--- src/rtl/fp_comp_ctrl.sv ---
// Request-side controller for the FP comparator: handshake in, hold operands, sample flags, respond.
// Optional MIN/MAX operand select is enabled by defining FP_COMP_CTRL_MINMAX_EN.
module fp_comp_ctrl #(
    parameter int W   = 32,
    parameter int LAT = 2,
    parameter int TMO = 8
) (
    input  logic         clk,
    input  logic         rst,
    input  logic         req_valid,
    output logic         req_ready,
    input  logic [2:0]   req_op,
    input  logic [W-1:0] req_a,
    input  logic [W-1:0] req_b,
    output logic         rsp_valid,
    input  logic         rsp_ready,
    output logic         rsp_bit,
    output logic [W-1:0] rsp_val,
    output logic         rsp_inv,
    output logic         rsp_err,
    output logic [W-1:0] cmp_in1,
    output logic [W-1:0] cmp_in2,
    output logic         cmp_act,
    input  logic         cmp_eq,
    input  logic         cmp_great,
    input  logic         cmp_less,
    input  logic         cmp_done,
    input  logic         cmp_inv
);

    localparam int CW = $clog2(TMO + 1);
    localparam logic [CW-1:0] LAT_M1 = CW'(LAT - 1);
    localparam logic [CW-1:0] TMO_M1 = CW'(TMO - 1);

    localparam logic [1:0] S_IDLE = 2'd0;
    localparam logic [1:0] S_WAIT = 2'd1;
    localparam logic [1:0] S_RESP = 2'd2;

    logic [1:0]    state_q, state_d;
    logic [CW-1:0] cnt_q, cnt_d;
    logic [2:0]    op_q, op_d;
    logic [W-1:0]  in1_q, in1_d, in2_q, in2_d;
    logic          req_ready_q, req_ready_d;
    logic          cmp_act_q, cmp_act_d;
    logic          rsp_valid_q, rsp_valid_d;
    logic          rsp_bit_q, rsp_bit_d;
    logic [W-1:0]  rsp_val_q, rsp_val_d;
    logic          rsp_inv_q, rsp_inv_d;
    logic          rsp_err_q, rsp_err_d;

    logic          f_eq, f_lt, f_gt;
    logic          cap_bit, cap_err;
    logic [W-1:0]  cap_val;

`ifdef FP_COMP_CTRL_MINMAX_EN
    localparam logic [W-1:0] QNAN = W'(32'h7FC0_0000);
    logic unord;
`endif

    // Conflicting flags resolve with priority eq > less > great.
    always_comb begin
        f_eq    = cmp_eq;
        f_lt    = cmp_less & ~cmp_eq;
        f_gt    = cmp_great & ~cmp_eq & ~cmp_less;
        cap_bit = 1'b0;
        cap_val = '0;
        cap_err = 1'b0;
`ifdef FP_COMP_CTRL_MINMAX_EN
        unord   = ~(cmp_eq | cmp_less | cmp_great);
`endif
        case (op_q)
            3'd0: cap_bit = f_eq;
            3'd1: cap_bit = ~f_eq;
            3'd2: cap_bit = f_lt;
            3'd3: cap_bit = f_lt | f_eq;
            3'd4: cap_bit = f_gt;
            3'd5: cap_bit = f_gt | f_eq;
`ifdef FP_COMP_CTRL_MINMAX_EN
            3'd6: begin
                cap_bit = f_gt;
                cap_val = unord ? QNAN : (f_gt ? in2_q : in1_q);
            end
            3'd7: begin
                cap_bit = f_gt;
                cap_val = unord ? QNAN : ((f_gt | f_eq) ? in1_q : in2_q);
            end
`else
            default: cap_err = 1'b1;
`endif
        endcase
    end

    always_comb begin
        state_d   = state_q;
        cnt_d     = cnt_q;
        op_d      = op_q;
        in1_d     = in1_q;
        in2_d     = in2_q;
        rsp_bit_d = rsp_bit_q;
        rsp_val_d = rsp_val_q;
        rsp_inv_d = rsp_inv_q;
        rsp_err_d = rsp_err_q;
        case (state_q)
            S_IDLE: begin
                if (req_valid && req_ready_q) begin
                    op_d    = req_op;
                    in1_d   = req_a;
                    in2_d   = req_b;
                    cnt_d   = '0;
                    state_d = S_WAIT;
                end
            end
            S_WAIT: begin
                cnt_d = cnt_q + CW'(1);
                if (cnt_q >= LAT_M1 && cmp_done) begin
                    rsp_bit_d = cap_bit;
                    rsp_val_d = cap_val;
                    rsp_inv_d = cmp_inv;
                    rsp_err_d = cap_err;
                    state_d   = S_RESP;
                end else if (cnt_q == TMO_M1) begin
                    rsp_bit_d = 1'b0;
                    rsp_val_d = '0;
                    rsp_inv_d = 1'b0;
                    rsp_err_d = 1'b1;
                    state_d   = S_RESP;
                end
            end
            S_RESP: begin
                if (rsp_ready) begin
                    rsp_bit_d = 1'b0;
                    rsp_val_d = '0;
                    rsp_inv_d = 1'b0;
                    rsp_err_d = 1'b0;
                    state_d   = S_IDLE;
                end
            end
            default: state_d = S_IDLE;
        endcase
        req_ready_d = (state_d == S_IDLE);
        cmp_act_d   = (state_d == S_WAIT);
        rsp_valid_d = (state_d == S_RESP);
    end

    always_ff @(posedge clk) begin
        if (!rst) begin
            state_q     <= S_IDLE;
            cnt_q       <= '0;
            op_q        <= '0;
            in1_q       <= '0;
            in2_q       <= '0;
            req_ready_q <= 1'b0;
            cmp_act_q   <= 1'b0;
            rsp_valid_q <= 1'b0;
            rsp_bit_q   <= 1'b0;
            rsp_val_q   <= '0;
            rsp_inv_q   <= 1'b0;
            rsp_err_q   <= 1'b0;
        end else begin
            state_q     <= state_d;
            cnt_q       <= cnt_d;
            op_q        <= op_d;
            in1_q       <= in1_d;
            in2_q       <= in2_d;
            req_ready_q <= req_ready_d;
            cmp_act_q   <= cmp_act_d;
            rsp_valid_q <= rsp_valid_d;
            rsp_bit_q   <= rsp_bit_d;
            rsp_val_q   <= rsp_val_d;
            rsp_inv_q   <= rsp_inv_d;
            rsp_err_q   <= rsp_err_d;
        end
    end

    assign req_ready = req_ready_q;
    assign cmp_act   = cmp_act_q;
    assign rsp_valid = rsp_valid_q;
    assign rsp_bit   = rsp_bit_q;
    assign rsp_val   = rsp_val_q;
    assign rsp_inv   = rsp_inv_q;
    assign rsp_err   = rsp_err_q;
    assign cmp_in1   = in1_q;
    assign cmp_in2   = in2_q;

endmodule

--- config.mk ---
export PLATFORM = sky130hd
export DESIGN_NAME = fp_comp_ctrl
export DESIGN_NICKNAME = d
export VERILOG_FILES = /design/src/rtl/fp_comp_ctrl.sv
export SDC_FILE = /design/constraint.sdc
export NUM_CORES = 1
export LEC_CHECK = 0
export ABC_AREA = 0
export BUFFER_PORTS_ARGS = -buffer_cell sky130_fd_sc_hd__buf_2
export CAP_MARGIN = 20
export CORE_MARGIN = 8
export CORE_UTILIZATION = 44
export CTS_CLUSTER_DIAMETER = 60
export DETAILED_ROUTE_END_ITERATION = 8
export PLACE_DENSITY = 0.84
export SLEW_MARGIN = 40
export SYNTH_ARGS = -nofsm -noshare
export SYNTH_HDL_FRONTEND = slang
export SYNTH_SLANG_ARGS = --single-unit
--- constraint.sdc ---
create_clock -name clk -period 5.2 [get_ports clk]
set_clock_uncertainty 0.05 [all_clocks]
set_input_delay 1.04 -clock clk [delete_from_list [all_inputs] [get_ports clk]]
set_output_delay 1.04 -clock clk [all_outputs]
set_load 0.1 [all_outputs]
==> flow_summary.json <==
{
  "ir_worst_vdd_mv": 0.198,
  "ys_ff_latch": 79,
  "period_needed_ns": 2.40,
  "crit_start": "req_valid",
  "cts.sinks": 79,
  "cts_root_buf": "clkbuf_8",
  "drc": 0,
  "fin_nets": 606,
  "path_max_fanout": 37,
  "die_h_um": 103,
  "placed_area_um2": 3980,
  "yosysSeqAreaShare": 0.475,
  "final-instance-count-excl-fill": 630,
  "tritoncts.num_buffers": 9,
  "grt_pass1_vias": 2818,
  "worstPathRequired_ns": 5.41,
  "rsz0062_at_grt": "false",
  "diodes": 0,
  "avgViaCountPerCell": 4.62,
  "synth.avg_cell_area_um2": 8.47,
  "placedCellCount": 615,
  "timing.rr.start": "state_q[1]",
  "design_area_um2": 4200,
  "total_power_mw": 1.62,
  "clock.fmax_mhz": 417,
  "regToRegSetupSlack_ns": 3.16,
  "multi_input_area_um2": 1520,
  "clkTransAtPathRegs_ns": 0.08,
  "cts_tree": "yes",
  "hold_viol_final": 0,
  "rows": 31,
  "core-area_um2": 7290,
  "min_path_type": "reg -> reg",
  "drt_first_pass_iters": 4,
  "end_kind": "register",
  "reg2reg_depth": 4,
  "finalCritPeriodShare": 0.461,
  "drt-total-wl_um": 8410,
  "crit_type": "in -> reg",
  "grt_usage": 0.154,
  "grt_max_degree": 81,
  "initial_core_util": 0.456,
  "crit_arrival_ns": 2.61,
  "slew_viol_final": 0,
  "setup_viol": 0,
  "gp_congestion": 0.721,
  "layout-area-overhead-vs-synth_pct": 26.1,
  "worstSetupStartpointType": "input pin",
  "clkLatencyLatePin_ns": 0.33,
  "timing.rr.end": "cmp_in1[27]",
  "drive_gt1_frac": 0.313,
  "cts_resized": 0,
  "max_slew_margin": 0.531,
  "cts_max_path_buffers": 2,
  "regArea_um2": 1580,
  "ys_types": 37,
  "hold_path_depth": 2,
  "dieArea_um2": 10600,
  "drt_iter0_drc": 84,
  "cts_hold_buf": 0,
  "post_cts_buffers": 0,
  "power.static_leakage_nw": 1.93,
  "maxCapViolCount": 0,
  "timing.setup.tns_ns": 0,
  "power.density_nw_per_um2": 386,
  "wl_per_cell_um": 13.3,
  "die_w_um": 103,
  "port_buffers": 145,
  "grt_overflow": 0,
  "synth_area_um2": 3330,
  "grt_pass1_wl_um": 13000,
  "final_antenna_net_count": 0,
  "num_vias": 2911,
  "dp_hpwl_um": 6280,
  "yosys_warnings": 0,
  "netlist_instances": 393,
  "io_pins": 178,
  "setup.worst_path.end": "cmp_in1[27]",
  "antenna_found_initial": 0,
  "cts.htree.levels": 3,
  "nFillCells": 689,
  "status": "finished clean",
  "worst_slew_pin_slew_ns": 0.703
}
## critical path, cell delays in order
cell	delay (ns)
buf_2	0.10
and4bb_2	0.69
buf_4	0.46
nand2_1	0.09
a21boi_0	0.18
## state kept, by name, summed over array words and instances, names as in the netlist
signal	flops
cmp_in1	32
cmp_in2	32
cnt_q	4
op_q	3
state_q	2
cmp_act	1
req_ready	1
rsp_bit	1
rsp_err	1
rsp_inv	1
rsp_valid	1
## where the power goes
group | switching [mW] | total [mW] | internal, mW
logic | 0.393 | 0.467 | 0.0743
registers | 0.0183 | 0.655 | 0.637
clock network | 0.215 | 0.496 | 0.281
## stage by stage
step,utilization,hold slack (ns),setup WS [ns]
2_1_floorplan,-,0.389,3.18
3_3_place_gp,0.545,0.388,2.52
3_5_place_dp,0.545,0.392,2.43
4_1_cts,0.575,0.403,2.79
5_1_grt,0.575,0.424,2.65
6_report,0.575,0.401,2.80
## cell usage in the layout, fill, tap and decap left out, drive strengths merged, types with 2 or more instances in the layout
cell type    n
clkbuf      10
nor3b        2
nand4        2
o21ai        4
clkinvlp     3
nor4bb       2
inv          3
dfxtp       79
conb        32
ha           3
buf        147
nand2b       3
nand2      136
nand3        3
a21oi        4
nor2b        2
nand3b       2
bufinv       2
a21boi      69
nor2         6
and2         2
## worst min-delay path by stage
stage | from | endpoint | slack (ns)
CTS | cmp_in1[17] | cmp_in1[17] | 0.40
finish | cmp_in1[17] | cmp_in1[17] | 0.40
global route | cmp_in1[18] | cmp_in1[18] | 0.42
global placement | cmp_in1[17] | cmp_in1[17] | 0.39
floorplan | cnt_q[3] | cnt_q[3] | 0.39
detailed placement | cmp_in1[17] | cmp_in1[17] | 0.39
## Yosys cell counts, drive strengths merged
| master | n | share of area |
|---|---|---|
| nand2 | 136 | 0.15 |
| dfxtp | 79 | 0.48 |
| a21boi | 69 | 0.16 |
| buf | 42 | 0.088 |
| clkbuf | 13 | 0.015 |
| nor2 | 6 | 0.0068 |
| a21oi | 4 | 0.0060 |
| o21ai | 4 | 0.0060 |
| ha | 3 | 0.011 |
| inv | 3 | 0.0034 |
| nand2b | 3 | 0.0056 |
| nand3 | 3 | 0.0045 |
| and2 | 2 | 0.0038 |
| nand3b | 2 | 0.0045 |
| nand4 | 2 | 0.0038 |
| nor2b | 2 | 0.0038 |
| nor3b | 2 | 0.0045 |
| nor4bb | 2 | 0.0060 |
| a211oi | 1 | 0.0023 |
| a221oi | 1 | 0.0026 |
| a31oi | 1 | 0.0019 |
| a41o | 1 | 0.0030 |
| and2b | 1 | 0.0023 |
| and3 | 1 | 0.0019 |
| and3b | 1 | 0.0026 |
| and4bb | 1 | 0.0038 |
| conb | 1 | 0.0011 |
| nor3 | 1 | 0.0015 |
| o211ai | 1 | 0.0064 |
| o21a | 1 | 0.0023 |
| o22a | 1 | 0.0026 |
| o31ai | 1 | 0.0023 |
| or4b | 1 | 0.0041 |
| xnor2 | 1 | 0.0026 |
## metal layers
layer	global-route usage	wire (um)
met1	0.172	3430
met2	0.268	3960
met3	0.0486	932
met4	0.0556	89
met5	0	0
## final cells by class
class	instances	area share
clock inverters	5	0.0197
multi-input cells	287	0.361
clock buffers	10	0.0328
well taps	99	0.0295
repair buffers	147	0.177
flip-flops and latches	79	0.377
inverters	3	0.00268
## cells by family (layout without fill, tap and decap cells)
| group | Yosys count | in the layout | share of synthesized area |
|---|---|---|---|
| and+or+nand+nor | 166 | 166 | 0.213 |
| AOI/OAI and AO/OA | 85 | 85 | 0.191 |
| DFF | 79 | 79 | 0.475 |
| buffers and inverters | 58 | 165 | 0.106 |
| adders and majority gates | 3 | 3 | 0.0113 |
| other | 1 | 32 | 0.00113 |
| xor gates and xnor gates | 1 | 1 | 0.00263 |
Power figures use the tool's default switching activity.
